==> src/rtl/seg_scan_pkg.sv <==
// Shared types and constants for the 7-segment scan controller.
// Segment table is indexed by hex nibble; entries are active low {dp,g,f,e,d,c,b,a}.
package seg_scan_pkg;

    typedef enum logic [1:0] {
        IDLE  = 2'd0,
        SHOW  = 2'd1,
        BLANK = 2'd2
    } state_t;

    localparam logic [7:0] SEG_OFF = 8'hFF;

    // Entry [15] is F, entry [0] is 0.
    localparam logic [15:0][7:0] SEG_TABLE = {
        8'h8E, 8'h86, 8'hA1, 8'hC6, 8'h83, 8'h88, 8'h90, 8'h80,
        8'hF8, 8'h82, 8'h92, 8'h99, 8'hB0, 8'hA4, 8'hF9, 8'hC0
    };

endpackage

==> src/rtl/hex_to_seg7.sv <==
// Combinational hex nibble + decimal point to active-low segment pattern.
module hex_to_seg7
    import seg_scan_pkg::*;
(
    input  logic [3:0] nibble,
    input  logic       dp,
    output logic [7:0] seg_n
);

    always_comb begin
        seg_n = SEG_TABLE[nibble];
        if (dp) seg_n[7] = 1'b0;
    end

endmodule

==> src/rtl/seg_scan_ctrl.sv <==
// Time-multiplexed 8-digit 7-segment scan controller with per-digit blanking gap.
// Optional build macro SEG_LEADING_ZERO_BLANK_EN blanks leading zero digits above digit 0.
//
//  state | meaning
//  IDLE  | display off, waiting for run
//  SHOW  | selected digit lit for SHOW_CYC cycles
//  BLANK | all segments off for BLANK_CYC cycles before the next digit
module seg_scan_ctrl
    import seg_scan_pkg::*;
#(
    parameter int unsigned NUM_DIGITS = 8,
    parameter int unsigned SHOW_CYC   = 50000,
    parameter int unsigned BLANK_CYC  = 1000,
    parameter int unsigned CNT_W      = 17
) (
    input  logic       clk,
    input  logic       rst_n,
    input  logic       run,
    input  logic       wr_en,
    input  logic [2:0] wr_addr,
    input  logic [4:0] wr_data,
    output logic [2:0] dec_sel,
    output logic       dec_en,
    output logic [7:0] seg_n,
    output logic       frame_done
);

    localparam logic [CNT_W-1:0] SHOW_LAST  = CNT_W'(SHOW_CYC - 1);
    localparam logic [CNT_W-1:0] BLANK_LAST = CNT_W'(BLANK_CYC - 1);
    localparam logic [2:0]       LAST_IDX   = 3'(NUM_DIGITS - 1);
    localparam logic [3:0]       NUM_D      = 4'(NUM_DIGITS);
    localparam int               ND         = int'(NUM_DIGITS);

    state_t           state, state_d;
    logic [CNT_W-1:0] cnt, cnt_d;
    logic [2:0]       idx, idx_d;
    logic             frame_d;
    logic             advance;
    logic             wr_ok;
    logic [4:0]       digit [8];
    logic [4:0]       view  [8];
    logic [7:0]       lz_blank;
    logic [7:0]       seg_dec;
    logic [7:0]       seg_d;

    assign wr_ok = wr_en && ({1'b0, wr_addr} < NUM_D);

    always_comb begin
        state_d = state;
        cnt_d   = cnt;
        idx_d   = idx;
        frame_d = 1'b0;
        advance = 1'b0;
        if (!run) begin
            state_d = IDLE;
            cnt_d   = '0;
            idx_d   = '0;
        end else begin
            case (state)
                IDLE: begin
                    state_d = SHOW;
                    cnt_d   = '0;
                    idx_d   = '0;
                    advance = 1'b1;
                end
                SHOW: begin
                    if (cnt == SHOW_LAST) begin
                        state_d = BLANK;
                        cnt_d   = '0;
                    end else begin
                        cnt_d = cnt + CNT_W'(1);
                    end
                end
                BLANK: begin
                    if (cnt == BLANK_LAST) begin
                        state_d = SHOW;
                        cnt_d   = '0;
                        advance = 1'b1;
                        if (idx == LAST_IDX) begin
                            idx_d   = '0;
                            frame_d = 1'b1;
                        end else begin
                            idx_d = idx + 3'd1;
                        end
                    end else begin
                        cnt_d = cnt + CNT_W'(1);
                    end
                end
                default: begin
                    state_d = IDLE;
                    cnt_d   = '0;
                    idx_d   = '0;
                end
            endcase
        end
    end

    // A write landing on the edge that starts a new digit is forwarded so the
    // freshly selected digit never shows stale data for a whole dwell.
    always_comb begin
        for (int i = 0; i < 8; i++) begin
            view[i] = digit[i];
            if (advance && wr_ok && (wr_addr == 3'(i))) view[i] = wr_data;
        end
    end

`ifdef SEG_LEADING_ZERO_BLANK_EN
    always_comb begin
        logic zrun;
        zrun     = 1'b1;
        lz_blank = '0;
        for (int i = ND - 1; i >= 0; i--) begin
            zrun        = zrun && (view[i] == 5'h00);
            lz_blank[i] = (i > 0) && zrun;
        end
    end
`else
    assign lz_blank = '0;
`endif

    hex_to_seg7 u_hex_to_seg7 (
        .nibble (view[idx_d][3:0]),
        .dp     (view[idx_d][4]),
        .seg_n  (seg_dec)
    );

    assign seg_d = ((state_d == SHOW) && !lz_blank[idx_d]) ? seg_dec : SEG_OFF;

    always_ff @(posedge clk or negedge rst_n) begin
        if (!rst_n) begin
            state      <= IDLE;
            cnt        <= '0;
            idx        <= '0;
            dec_sel    <= '0;
            dec_en     <= 1'b0;
            seg_n      <= SEG_OFF;
            frame_done <= 1'b0;
            for (int i = 0; i < 8; i++) digit[i] <= 5'h00;
        end else begin
            state      <= state_d;
            cnt        <= cnt_d;
            idx        <= idx_d;
            dec_sel    <= idx_d;
            dec_en     <= (state_d == SHOW);
            seg_n      <= seg_d;
            frame_done <= frame_d;
            if (wr_ok) digit[wr_addr] <= wr_data;
        end
    end

endmodule

==> config.mk <==
export PLATFORM = sky130hd
export DESIGN_NAME = seg_scan_ctrl
export DESIGN_NICKNAME = d
export VERILOG_FILES = /design/src/rtl/seg_scan_pkg.sv /design/src/rtl/hex_to_seg7.sv /design/src/rtl/seg_scan_ctrl.sv
export SDC_FILE = /design/constraint.sdc
export NUM_CORES = 1
export LEC_CHECK = 0
export CAP_MARGIN = 20
export CORE_ASPECT_RATIO = 1.25
export CORE_UTILIZATION = 60
export CTS_BUF_LIST = sky130_fd_sc_hd__clkbuf_2 sky130_fd_sc_hd__clkbuf_4 sky130_fd_sc_hd__clkbuf_8
export DETAILED_ROUTE_END_ITERATION = 10
export DONT_BUFFER_PORTS = 1
export GPL_TIMING_DRIVEN = 0
export MAX_ROUTING_LAYER = met4
export PLACE_DENSITY = 0.76
export SYNTH_ARGS = -nofsm -noshare
export SYNTH_HDL_FRONTEND = slang
export SYNTH_SLANG_ARGS = --single-unit
==> constraint.sdc <==
create_clock -name clk -period 5 [get_ports clk]
set_clock_uncertainty 0.05 [all_clocks]
set_input_delay 0.5 -clock clk [delete_from_list [all_inputs] [get_ports clk]]
set_output_delay 0.5 -clock clk [all_outputs]
set_load 0.01 [all_outputs]
# Word level (Yosys, flattened, before mapping)
# Memory sizes are Yosys's and may differ from the RTL's.
# Cells that the tools add are included.
# word_totals
memories	2
output_inout_bits	13
wordCells	89
ff_bits	72
romBits	136
# classes
eq_ne	13
n_reduce_logical	14
magnitude_cmp	5
muxes	37
bitwise	2
addsub	2
# mem_list
memory	words	width	read_ports	rd_clocked_by_memory_dff	write_ports	line_no	source
(no name shown)	16	8	1	0	0	hex_to_seg7.sv:11	seg_n = SEG_TABLE[nibble];
(no name shown)	8	1	1	0	0	seg_scan_ctrl.sv:127	assign seg_d = ((state_d == SHOW) && !lz_blank[idx_d]) ? seg_dec : SEG_OFF;
# ops
operator	count
two-way mux 5 bit	11
two-way mux 17 bit	3
bitwise mux 40 bit	1
case mux 17 bit (2 select lines)	1
adder 17 x 1 -> 17 bit, second input constant	1
== test 17 x 10 -> 1 bit, second input constant	1
== test 17 x 16 -> 1 bit, second input constant	1
two-way mux 8 bit	2
binary-select mux 5 bit (select 3 bit)	1
demux 5 bit (select 3 bit)	1
== test 3 bit, second input constant	5
logical AND 1 bit	11
two-way mux 3 bit	3
>= comparator 4 bit, second input constant	2
two-way mux 1 bit	8
NOT 3 -> 4 bit	2
== test 3 x 2 -> 1 bit, second input constant	2
two-way mux 2 bit	3
case mux 2 bit (3 select lines)	1
case mux 3 bit (2 select lines)	1
< comparator 4 x 5 -> 1 bit, second input constant	1
== test 2 x 1 -> 1 bit, second input constant	2
< comparator 3 x 4 -> 1 bit, second input constant	1
< comparator 4 x 1 -> 1 bit, second input constant	1
7 further kinds	7

# Longest topological paths before layout
# Gate-level depths: netlist of run 1.
# depth
word_depth	14
depth_mapped	18
mapped_depth_nobuf	15

# Hierarchy
# A second synthesis of run 1 with hierarchy kept.
# hier_totals
cells_unflattened	412
hier_area_um2	4031.4
# by_module_without_submodules
module	n_inst	area_per_inst_um2	seq_area_each_um2	cells_each
seg_scan_ctrl	1	3752.3	1811.7	379
hex_to_seg7	1	279.0	0.0	33

# Worst setup path before layout of run 1
# Ideal clock, no wire load.
# synth_timing
kind	register to register
startpoint	reg idx[0]
endpoint	reg seg_n[4]
stages_incl_launch_ff	16
path_buffers	1
arrival_time_ns	3.538
slack_ns	1.337
setup_time_ns	0.075
synth_period_minus_slack_ns	3.663
path_cell_list	dfrtp_1 > ha_1 > ha_1 > or3b_2 > nor3_4 > o21ai_4 > inv_4 > buf_6 > mux2i_4 > nor4b_1 > o221ai_2 > a21oi_2 > inv_1 > ha_1 > mux2_1 > o211ai_2
# synth_via
elab_chain_len	12
word_cells_on_any_way	17
cone_classes	add/sub: 1; eq/ne: 1; mux: 10; bitwise: 1; reduce/logical: 2; memory: 2
# synth_rtl
item	line_no	source
start: declaration	seg_scan_ctrl.sv:36	logic [2:0] idx, idx_d;
start signal: assignment	seg_scan_ctrl.sv:142	idx <= idx_d;
adder 3 x 1 -> 3 bit or == test 3 bit (tied branches)	seg_scan_ctrl.sv:83, seg_scan_ctrl.sv:79	
two-way mux 3 bit	seg_scan_ctrl.sv:79	if (idx == LAST_IDX) begin
two-way mux 3 bit	seg_scan_ctrl.sv:75	if (cnt == BLANK_LAST) begin
case mux 3 bit (2 select lines) *	seg_scan_ctrl.sv:59	case (state)
two-way mux 3 bit *	seg_scan_ctrl.sv:54	if (!run) begin
NOT 3 -> 4 bit (not written as such)	seg_scan_ctrl.sv:122	.nibble (view[idx_d][3:0]),
binary-select mux 5 bit (select 3 bit)	seg_scan_ctrl.sv:122	
two-way mux 5 bit (2 in a row)	--	
memory (16 x 8 bit)	--	
two-way mux 8 bit (not written as such)	hex_to_seg7.sv:11	
two-way mux 8 bit *	seg_scan_ctrl.sv:127	
via seg_d[4]	seg_scan_ctrl.sv:44	logic [7:0] seg_d;
end signal: assignment	seg_scan_ctrl.sv:145	seg_n <= seg_d;
end: declaration	seg_scan_ctrl.sv:24	output logic [7:0] seg_n,
# Mark *: on every way through the listed nets, which the timed path passes. The rest lies on a longest branch. The select of a mux whose other input is x is not followed.
# A chain may end at the register's enable or synchronous reset.

# Final worst setup path of run 1
# Same ends and word-level chain as after synthesis.

==> results of run 1 <==
worst min-delay path by stage:
stage           endpoint  cells past startpoint       start  slack (ns)
2_1_floorplan     cnt[0]                      0       rst_n        0.15
3_3_place_gp   digit[37]                      0       rst_n        0.16
3_5_place_dp      dec_en                      0       rst_n        0.16
4_1_cts        digit[16]                      2  wr_data[1]        0.20
5_1_grt        digit[16]                      2  wr_data[1]        0.22
6_report       digit[16]                      2  wr_data[1]        0.21
registers in the layout (all words and copies together) (netlist names):
register    cells
cnt            17
frame_done      1
digit          40
dec_en          1
idx             3
seg_n           8
state           2
cell type report:
class	count	area [sq um]
fillers	568	2170
well taps	90	113
clock inverters	7	168
clock buffers	9	124
plain buffers	25	108
multi-input cells	344	2450
repair buffers	2	37.5
inverters	20	77.6
flip-flops and latches	72	1810
metrics by stage:
| stage | instances | setup slack (ns) | hold WS (ns) | util (%) | area, sq um |
|---|---|---|---|---|---|
| after floorplan | 461 | 1.34 | 0.154 | - | 4440 |
| after global placement | 551 | 0.937 | 0.157 | 64.5 | 4550 |
| after detailed placement | 551 | 0.802 | 0.157 | 64.5 | 4560 |
| after CTS | 569 | 0.794 | 0.202 | 69.2 | 4890 |
| after global routing | 569 | 0.552 | 0.221 | 69.2 | 4890 |
| final | 569 | 0.783 | 0.206 | 69.2 | 4890 |
kinds of logic (layout without fill, tap and decap cells):
group,Yosys count,in the layout,share of synthesized area [%]
DFF,72,72,40.8
AOI/OAI and AO/OA,91,91,16.0
and+or+nand+nor,193,193,24.2
muxes,28,28,7.30
xor gates and xnor gates,18,18,3.55
buffers and inverters,45,63,4.17
adders and majority gates,14,14,3.95
power by group:
group / internal [W] / switching (W) / total, W
combinational: 0.000121 / 0.000161 / 0.000282
clock: 0.000434 / 0.000231 / 0.000665
sequential: 0.000669 / 0.0000488 / 0.000718
total: 0.00122 / 0.000441 / 0.00167
per-layer routing:
metal | global-route usage, % | part of all wire, % | vias up
li1 | - | - | 1713
met1 | 38.0 | 42 | 1775
met2 | 51.5 | 49 | 164
met3 | 4.86 | 5.4 | 37
met4 | 15.4 | 3.8 | 0
met5 | - | 0 | -
critical path: stages (launching register included):
cell	delay [ns]
dfrtp_1	0.46
ha_1	0.24
ha_1	0.20
or3b_2	0.52
nor3_4	0.24
o21ai_4	0.15
inv_4	0.10
buf_6	0.16
mux2i_4	0.34
nor4b_1	0.34
o221ai_2	0.15
a21oi_2	0.35
inv_1	0.16
ha_1	0.22
mux2_1	0.29
o211ai_2	0.15
cells in the final DEF (no fill, tap or decap), drive strengths merged, types with 3 or more instances in the layout:
cell / count
dfrtp: 64
nand2: 53
nor2: 37
clkbuf: 28
o21ai: 27
mux2: 25
nand3: 23
inv: 20
ha: 14
nor3: 13
xor2: 11
and3: 10
a21oi: 10
dfstp: 8
o211ai: 8
and2: 7
xnor2: 7
nor4: 7
buf: 7
a31oi: 6
or3: 5
bufinv: 5
nor4b: 5
nand4: 5
o31ai: 5
o221ai: 4
nand2b: 3
nand4b: 3
a211oi: 3
nand3b: 3
o2bb2ai: 3
nor3b: 3
a311o: 3
or4: 3
mux2i: 3
==> run metrics, run 1 <==
status=complete, no violations; area leader, netlist=dfrtp_1; Final Setup Violations=0; Unique masters post-synth=84; WL/cell=19.6 microns; RR Startpoint=idx[0]; Peak VDD IR=0.237 mV; warning count from the yosys run=0; synthesized cell area=4440 sq um; hpwl dp=8070 microns; final hold vios=0; Ports=25; Starting Density=62.9%; Area contributors post-synth=dfrtp_1 36%, mux2_2 6.1%, dfstp_2 4.7%; routed wire length=11100 microns; power density over cell area=341 nW/um^2; Crit. End Element=flop; maximum root-to-sink buffer count=2; starting DRC count in detailed routing=331; die height=98.2 microns; routability cong.=0.957; predominant post-synthesis flop cell=dfrtp_1; overall routing resource usage=31.6%; via count=3689; crit path from=idx[0]; CTS tree=built; Area Overhead vs Synth=10.1%; Root Driver=clkbuf_8; Post-DRT Antenna Nets=0; Tcrit/Tclk final=84.3%; reg-to-reg endpoint=seg_n[4]; H-tree Lvls=3; CTS resizes=0; # rows=34; first-pass GRT wire length=17900 microns; Max Clk Rate=0.237 GHz; clk sink count=72; Mapped Cells=461; Leakage=2.02 nW; fin crit period=4.22 ns; drt drc=0; maxcap violations=0; worst-margin pin slew=1.05 ns; Mean Syn Cell Area=9.63 sq um; number of synthesized flops with an enable pin=0; Die Wd=78.9 microns; Crit path arrival time=4.45 ns; crit path capture=seg_n[4]; Layout Nets=500; setup tns final=0 ns; Synth async-reset ratio=100%; most numerous cell in the Yosys netlist=dfrtp_1; Via density=6.48; max-slew violations=0; CTS Hold Bufs=2; Core Box Area=7060 sq um; die area=7750 sq um; # port buffers=0; CP Max Fanout=10; initial antenna violation count=0; ANT cells=0; Tot Pwr=0.00167 W; drt first pass iters=5; Hold Path Class=primary input to flop; Inserted Clock Buffers=9; RSZ-0062 raised after global routing=no; critical path required time=5.24 ns; sequential share of the synthesized area=40.8%; synth cell count leaders=64 x dfrtp_1, 51 x nand2_1, 36 x nor2_1; CP startpoint kind=flop; Crit Path Category=flop to flop; Setup Buffers After CTS=0; clock latency on the worst-skew pair=0.36 ns; GR Overflow Total=0; share of layout cells above drive strength 1=17.1%; largest net degree at the start of global routing=73; FF-to-FF setup slack=0.78 ns; top cell type's share of synthesized area=36.1%; reg2reg path depth=15; vias in the first global route=3517; Rel. slew slack=28.8%; syn nets=487; FF+latch count, synth=72; clock-pin transition on the worst setup and hold timing paths=0.08 ns
(Power assumes the default switching activity.)
==> run 2: changes to the inputs <==
clock period = 4.25 ns   (was 5 ns; I/O delays follow)
==> run metrics, run 2 (synthesis results as in run 1) <==
status=complete, no violations; met2 routed WL=5490 microns (about the same); min-delay src=wr_data[1]; Via density=6.45 (-0.46%); # rows=34 (unchanged); Root Driver=clkbuf_8; first-pass GRT wire length=17900 microns (unchanged); Setup Buffers After CTS=0 (unchanged); max FFs per register=40 (unchanged); Non-Filler Instances=569 (unchanged); # port buffers=0 (unchanged); Leakage=2.03 nW (+0.25%); drt first pass iters=6 (+1); hpwl dp=8070 microns (unchanged); Post-DRT Antenna Nets=0 (unchanged); power density over cell area=400 nW/um^2 (+17%); Hold Crit Depth=2 (unchanged); Crit path largest cell delay=0.52 ns (about the same); top layer in use=met4; Rel. slew slack=27.5% (-1.3 points); Crit Path Category=flop to flop; Area Overhead vs Synth=10.6%; Placed Cells=551 (unchanged); CTS tree=built; Ports=25 (unchanged); maximum root-to-sink buffer count=2 (unchanged); metal3 WL=573 microns (-5.3%); M1 WL=4610 microns (-0.28%); placed cell area=4560 sq um (unchanged); Hold Path Class=primary input to flop; initial antenna violation count=0 (unchanged); drt drc=0 (unchanged); routed wire length=11100 microns (-0.20%); Final Setup Violations=0 (unchanged); via count=3672 (-0.46%); fin crit period=4.07 ns (-0.142 ns); Die Wd=78.9 microns (unchanged); reg-to-reg endpoint=seg_n[0]; commonest non-fill, non-tap cells in the layout=64 x dfrtp_1, 51 x nand2_1, 36 x nor2_1, 24 x o21ai_0, 24 x mux2_2; routability cong.=0.957 (unchanged); clock latency on the worst-skew pair=0.35 ns (about the same); CP max-delay cell=or3b_2; CP startpoint kind=flop; vias in the first global route=3517 (unchanged); Crit path arrival time=4.28 ns (-0.17 ns); Hold Path Sink=digit[16]; worst setup margin=0.175 ns (-0.608 ns); share of layout cells above drive strength 1=17.3% (+0.21 points); FF-to-FF setup slack=0.18 ns (-0.61 ns); critical path required time=4.45 ns (-0.79 ns); cells along the critical path=ha_1 -> ha_1 -> or3b_2 -> nor3_4 -> o21ai_4 -> inv_4 -> buf_6 -> mux2i_4 -> nand2_1 -> o41ai_4 -> inv_1 -> ha_1 -> nor3_1 -> o31ai_1; H-tree Lvls=3 (unchanged); Starting Density=62.9% (unchanged); commonest non-fill, non-tap cell in the layout=dfrtp_1; Design Area, Final=4910 sq um (+0.46%); ANT cells=0 (unchanged); WL/cell=19.5 microns (-0.20%); Inserted Clock Buffers=9 (unchanged); overall routing resource usage=31.6% (unchanged); reg2reg path depth=14 (-1); Tcrit/Tclk final=95.9% (+12 points); Max Clk Rate=0.245 GHz (+3.5%); largest net degree at the start of global routing=73 (unchanged); Crit path top cell by count=ha_1; maxcap violations=0 (unchanged); clk sink count=72 (unchanged); RSZ-0062 raised after global routing=yes; Core Box Area=7060 sq um (unchanged); max-slew violations=0 (unchanged); die height=98.2 microns (unchanged); Regs by FF count=digit x40, cnt x17, seg_n x8; final hold vios=0 (unchanged); die area=7750 sq um (unchanged); clock-pin transition on the worst setup and hold timing paths=0.08 ns (about the same); Layout Nets=500 (unchanged); starting DRC count in detailed routing=331 (unchanged); RR Startpoint=idx[0]; Largest Register=digit; CP Max Fanout=10 (unchanged); setup slack at placement=0.0516 ns (-0.750 ns); Fin Hold WS=0.134 ns (-0.0714 ns); Crit. End Element=flop; GR Overflow Total=0 (unchanged); Peak VDD IR=0.278 mV (+18%); worst-margin pin slew=1.07 ns (+0.0189 ns)
run 2: cell count changes in the layout (fill, tap and decap cells not counted):
cell | previous run | this run
a21oi_2 | 2 | 1
a21oi_4 | 0 | 1
nor4b_1 | 4 | 3
nor4b_4 | 0 | 1
run 2: worst max-delay path: cells and delay by family, from the launching register on:
family / cells / cell delay [ns]
AO/OA/AOI/OAI: 3 / 0.77
adder cells (fa/ha/maj): 3 / 0.71
buffers and inverters: 3 / 0.43
flip-flops: 1 / 0.46
multiplexers: 1 / 0.35
AND/OR/NAND/NOR: 4 / 1.18
run 2: cell type report:
cell class	count	area, sq um
buffer	25	108
clock buffer	9	124
multi-input combinational	344	2470
clock inverter	7	168
fill	564	2150
tap	90	113
sequential	72	1810
timing repair buffer	2	37.5
inverter	20	77.6
run 2: per-stage QoR:
| step | utilization [%] | power (W) | TNS [ns] |
|---|---|---|---|
| 2_1_floorplan | - | 0.00109 | 0 |
| 3_3_place_gp | 64.5 | 0.00115 | 0 |
| 3_5_place_dp | 64.5 | 0.00117 | 0 |
| 4_1_cts | 69.2 | 0.00197 | 0 |
| 5_1_grt | 69.5 | 0.00204 | -0.0186 |
| 6_report | 69.5 | 0.00196 | 0 |
run 2: per-layer routing:
| layer | GRT usage (%) | vias up |
|---|---|---|
| met5 | - | - |
| met4 | 15.4 | 0 |
| met3 | 4.86 | 40 |
| met2 | 51.5 | 148 |
| met1 | 38.0 | 1774 |
| li1 | - | 1710 |
run 2: worst max path at each step:
stage / from / end / slack [ns]
after floorplan: idx[0] / seg_n[4] / 0.59
after global placement: idx[1] / seg_n[4] / 0.19
after detailed placement: idx[0] / seg_n[4] / 0.05
after CTS: idx[0] / seg_n[4] / 0.04
after global routing: idx[0] / seg_n[4] / -0.02
final: idx[0] / seg_n[0] / 0.18
run 2: timing repair:
item                                   in CTS  in global routing
gates resized for setup                     0                  3
hold buffers                                2                  0
setup endpoints to repair                   0                  7
endpoints found under the hold margin      72                  0
run 2: power breakdown:
group	total (W)	switching (W)	leakage, nW	internal [W]
Sequential	0.000844	0.0000569	0.905	0.000787
Combinational	0.000335	0.000191	0.977	0.000145
Clock	0.000784	0.000273	0.144	0.000510
Total	0.00196	0.000521	2.03	0.00144
==> run 3: changes to the inputs <==
CORE_MARGIN = 3   (was default)
MAX_ROUTING_LAYER = default   (was met4)
==> run metrics, run 3 (synthesis results as in run 1) <==
Root Driver=clkbuf_8; Post-DRT Antenna Nets=0 (unchanged); GR Overflow Total=0 (unchanged); Placed Cells=551 (unchanged); worst-margin pin slew=1.01 ns (-0.0634 ns); H-tree Lvls=3 (unchanged); vias in the first global route=3713 (+5.6%); FF-to-FF setup slack=0.18 ns (about the same); worst setup margin=0.181 ns (+0.00565 ns); Final Setup Violations=0 (unchanged); Hold Path Class=primary input to flop; first-pass GRT wire length=18900 microns (+5.5%); max FFs per register=40 (unchanged); Tcrit/Tclk final=95.7% (-0.13 points); Area Overhead vs Synth=9.05%; Non-Filler Instances=572 (+0.53%); initial antenna violation count=0 (unchanged); power density over cell area=360 nW/um^2 (-10%); commonest non-fill, non-tap cell in the layout=dfrtp_1; CP startpoint kind=flop; Crit Path Category=flop to flop; Leakage=2.00 nW (-1.4%); crit path from=idx[1]; Largest Register=digit; WL/cell=19.9 microns (+1.9%); overall routing resource usage=28.3% (-3.3 points); Rel. slew slack=31.8% (+4.3 points); drt first pass iters=6 (unchanged); routed wire length=11400 microns (+2.4%); Hold Crit Depth=2 (unchanged); share of layout cells above drive strength 1=18.3% (+0.93 points); Hold Path Sink=digit[16]; Starting Density=62.9% (unchanged); Die Wd=82.9 microns (+5.1%); critical path required time=4.49 ns (+0.04 ns); die area=8470 sq um (+9.3%); CTS tree=built; Inserted Clock Buffers=9 (unchanged); routability cong.=0.967 (+1.1%); clock latency on the worst-skew pair=0.36 ns (about the same); drt drc=0 (unchanged); maxcap violations=0 (unchanged); Crit path arrival time=4.31 ns (+0.03 ns); maximum root-to-sink buffer count=2 (unchanged); starting DRC count in detailed routing=403 (+22%); reg2reg path depth=15 (+1); RR Startpoint=idx[1]; Regs by FF count=digit x40, cnt x17, seg_n x8; hpwl dp=8110 microns (+0.42%); CP Max Fanout=10 (unchanged); die height=102 microns (+4.1%); Max Clk Rate=0.246 GHz (+0.14%); commonest non-fill, non-tap cells in the layout=64 x dfrtp_1, 51 x nand2_1, 36 x nor2_1, 24 x o21ai_0, 24 x mux2_2; Core Box Area=7060 sq um (unchanged); setup slack at placement=0.0488 ns (-0.00274 ns); Layout Nets=503 (+0.60%); via count=3726 (+1.5%); min-delay src=wr_data[1]; max-slew violations=0 (unchanged); fillers=585 (+3.7%); # rows=34 (unchanged); largest net degree at the start of global routing=73 (unchanged); Peak VDD IR=0.193 mV (-31%); reg-to-reg endpoint=seg_n[4]; Via density=6.51 (+0.94%); Crit. End Element=flop; Ports=25 (unchanged); ANT cells=0 (unchanged); status=complete, no violations; clock-pin transition on the worst setup and hold timing paths=0.09 ns (about the same); fin crit period=4.07 ns (-0.00565 ns); Post-Route Utilization=68.6% (-0.97 points); clk sink count=72 (unchanged); final hold vios=0 (unchanged); # port buffers=0 (unchanged)
-- run 3: area by class of cell --
class / instances / area, sq um / area share (%)
plain buffers: 25 / 109 / 2.25
clock buffers: 9 / 124 / 2.56
inverters: 20 / 77.6 / 1.60
clock inverters: 7 / 70.1 / 1.45
well taps: 90 / 113 / 2.33
flip-flops and latches: 72 / 1810 / 37.4
multi-input cells: 344 / 2480 / 51.2
repair buffers: 5 / 60.1 / 1.24
-- run 3: how the worst max path moves through the flow --
stage | slack (ns) | end
2_1_floorplan | 0.59 | seg_n[4]
3_5_place_dp | 0.05 | seg_n[4]
6_report | 0.18 | seg_n[4]
5_1_grt | -0.01 | seg_n[0]
3_3_place_gp | 0.1 | seg_n[4]
4_1_cts | 0.01 | seg_n[4]
-- run 3: routing by layer --
metal	vias up	track usage, %	wire length, microns
li1	1717	-	-
met3	38	7.58	688
met4	0	11.7	438
met2	162	49.1	5660
met1	1809	33.5	4600
met5	-	0	0
-- run 3: what timing repair did --
item | CTS | global route
setup buffers | 0 | 3
endpoints found under the hold margin | 72 | 0
endpoints found under the setup margin | 0 | 7
gates resized for setup | 0 | 6
hold buffers | 2 | 0
-- run 3: where the power goes --
| part | internal [W] | switching [W] | total (W) |
|---|---|---|---|
| combinational | 0.000152 | 0.000197 | 0.000349 |
| clock | 0.000271 | 0.000277 | 0.000548 |
| sequential | 0.000787 | 0.0000564 | 0.000844 |
| total | 0.00121 | 0.000531 | 0.00174 |
-- run 3: per-stage QoR --
step           TNS, ns  hold WS, ns  total power, W  instance area (sq um)
2_1_floorplan        0       0.0794         0.00109                   4440
3_3_place_gp         0       0.0819         0.00115                   4550
3_5_place_dp         0       0.0819         0.00117                   4560
4_1_cts              0        0.120         0.00173                   4790
5_1_grt        -0.0208        0.117         0.00182                   4840
6_report             0        0.132         0.00174                   4840
-- run 3: worst max-delay path: stages, from the launching register on --
cell and delay (ns):
dfrtp_1 0.47, ha_1 0.22, ha_1 0.20, or3b_2 0.52, nor3_4 0.25, o21ai_4 0.14
inv_4 0.11, buf_6 0.16, mux2i_4 0.34, nor4b_2 0.29, o221ai_2 0.15, a21oi_4 0.26
inv_1 0.14, ha_1 0.21, mux2_1 0.31, o211ai_2 0.16
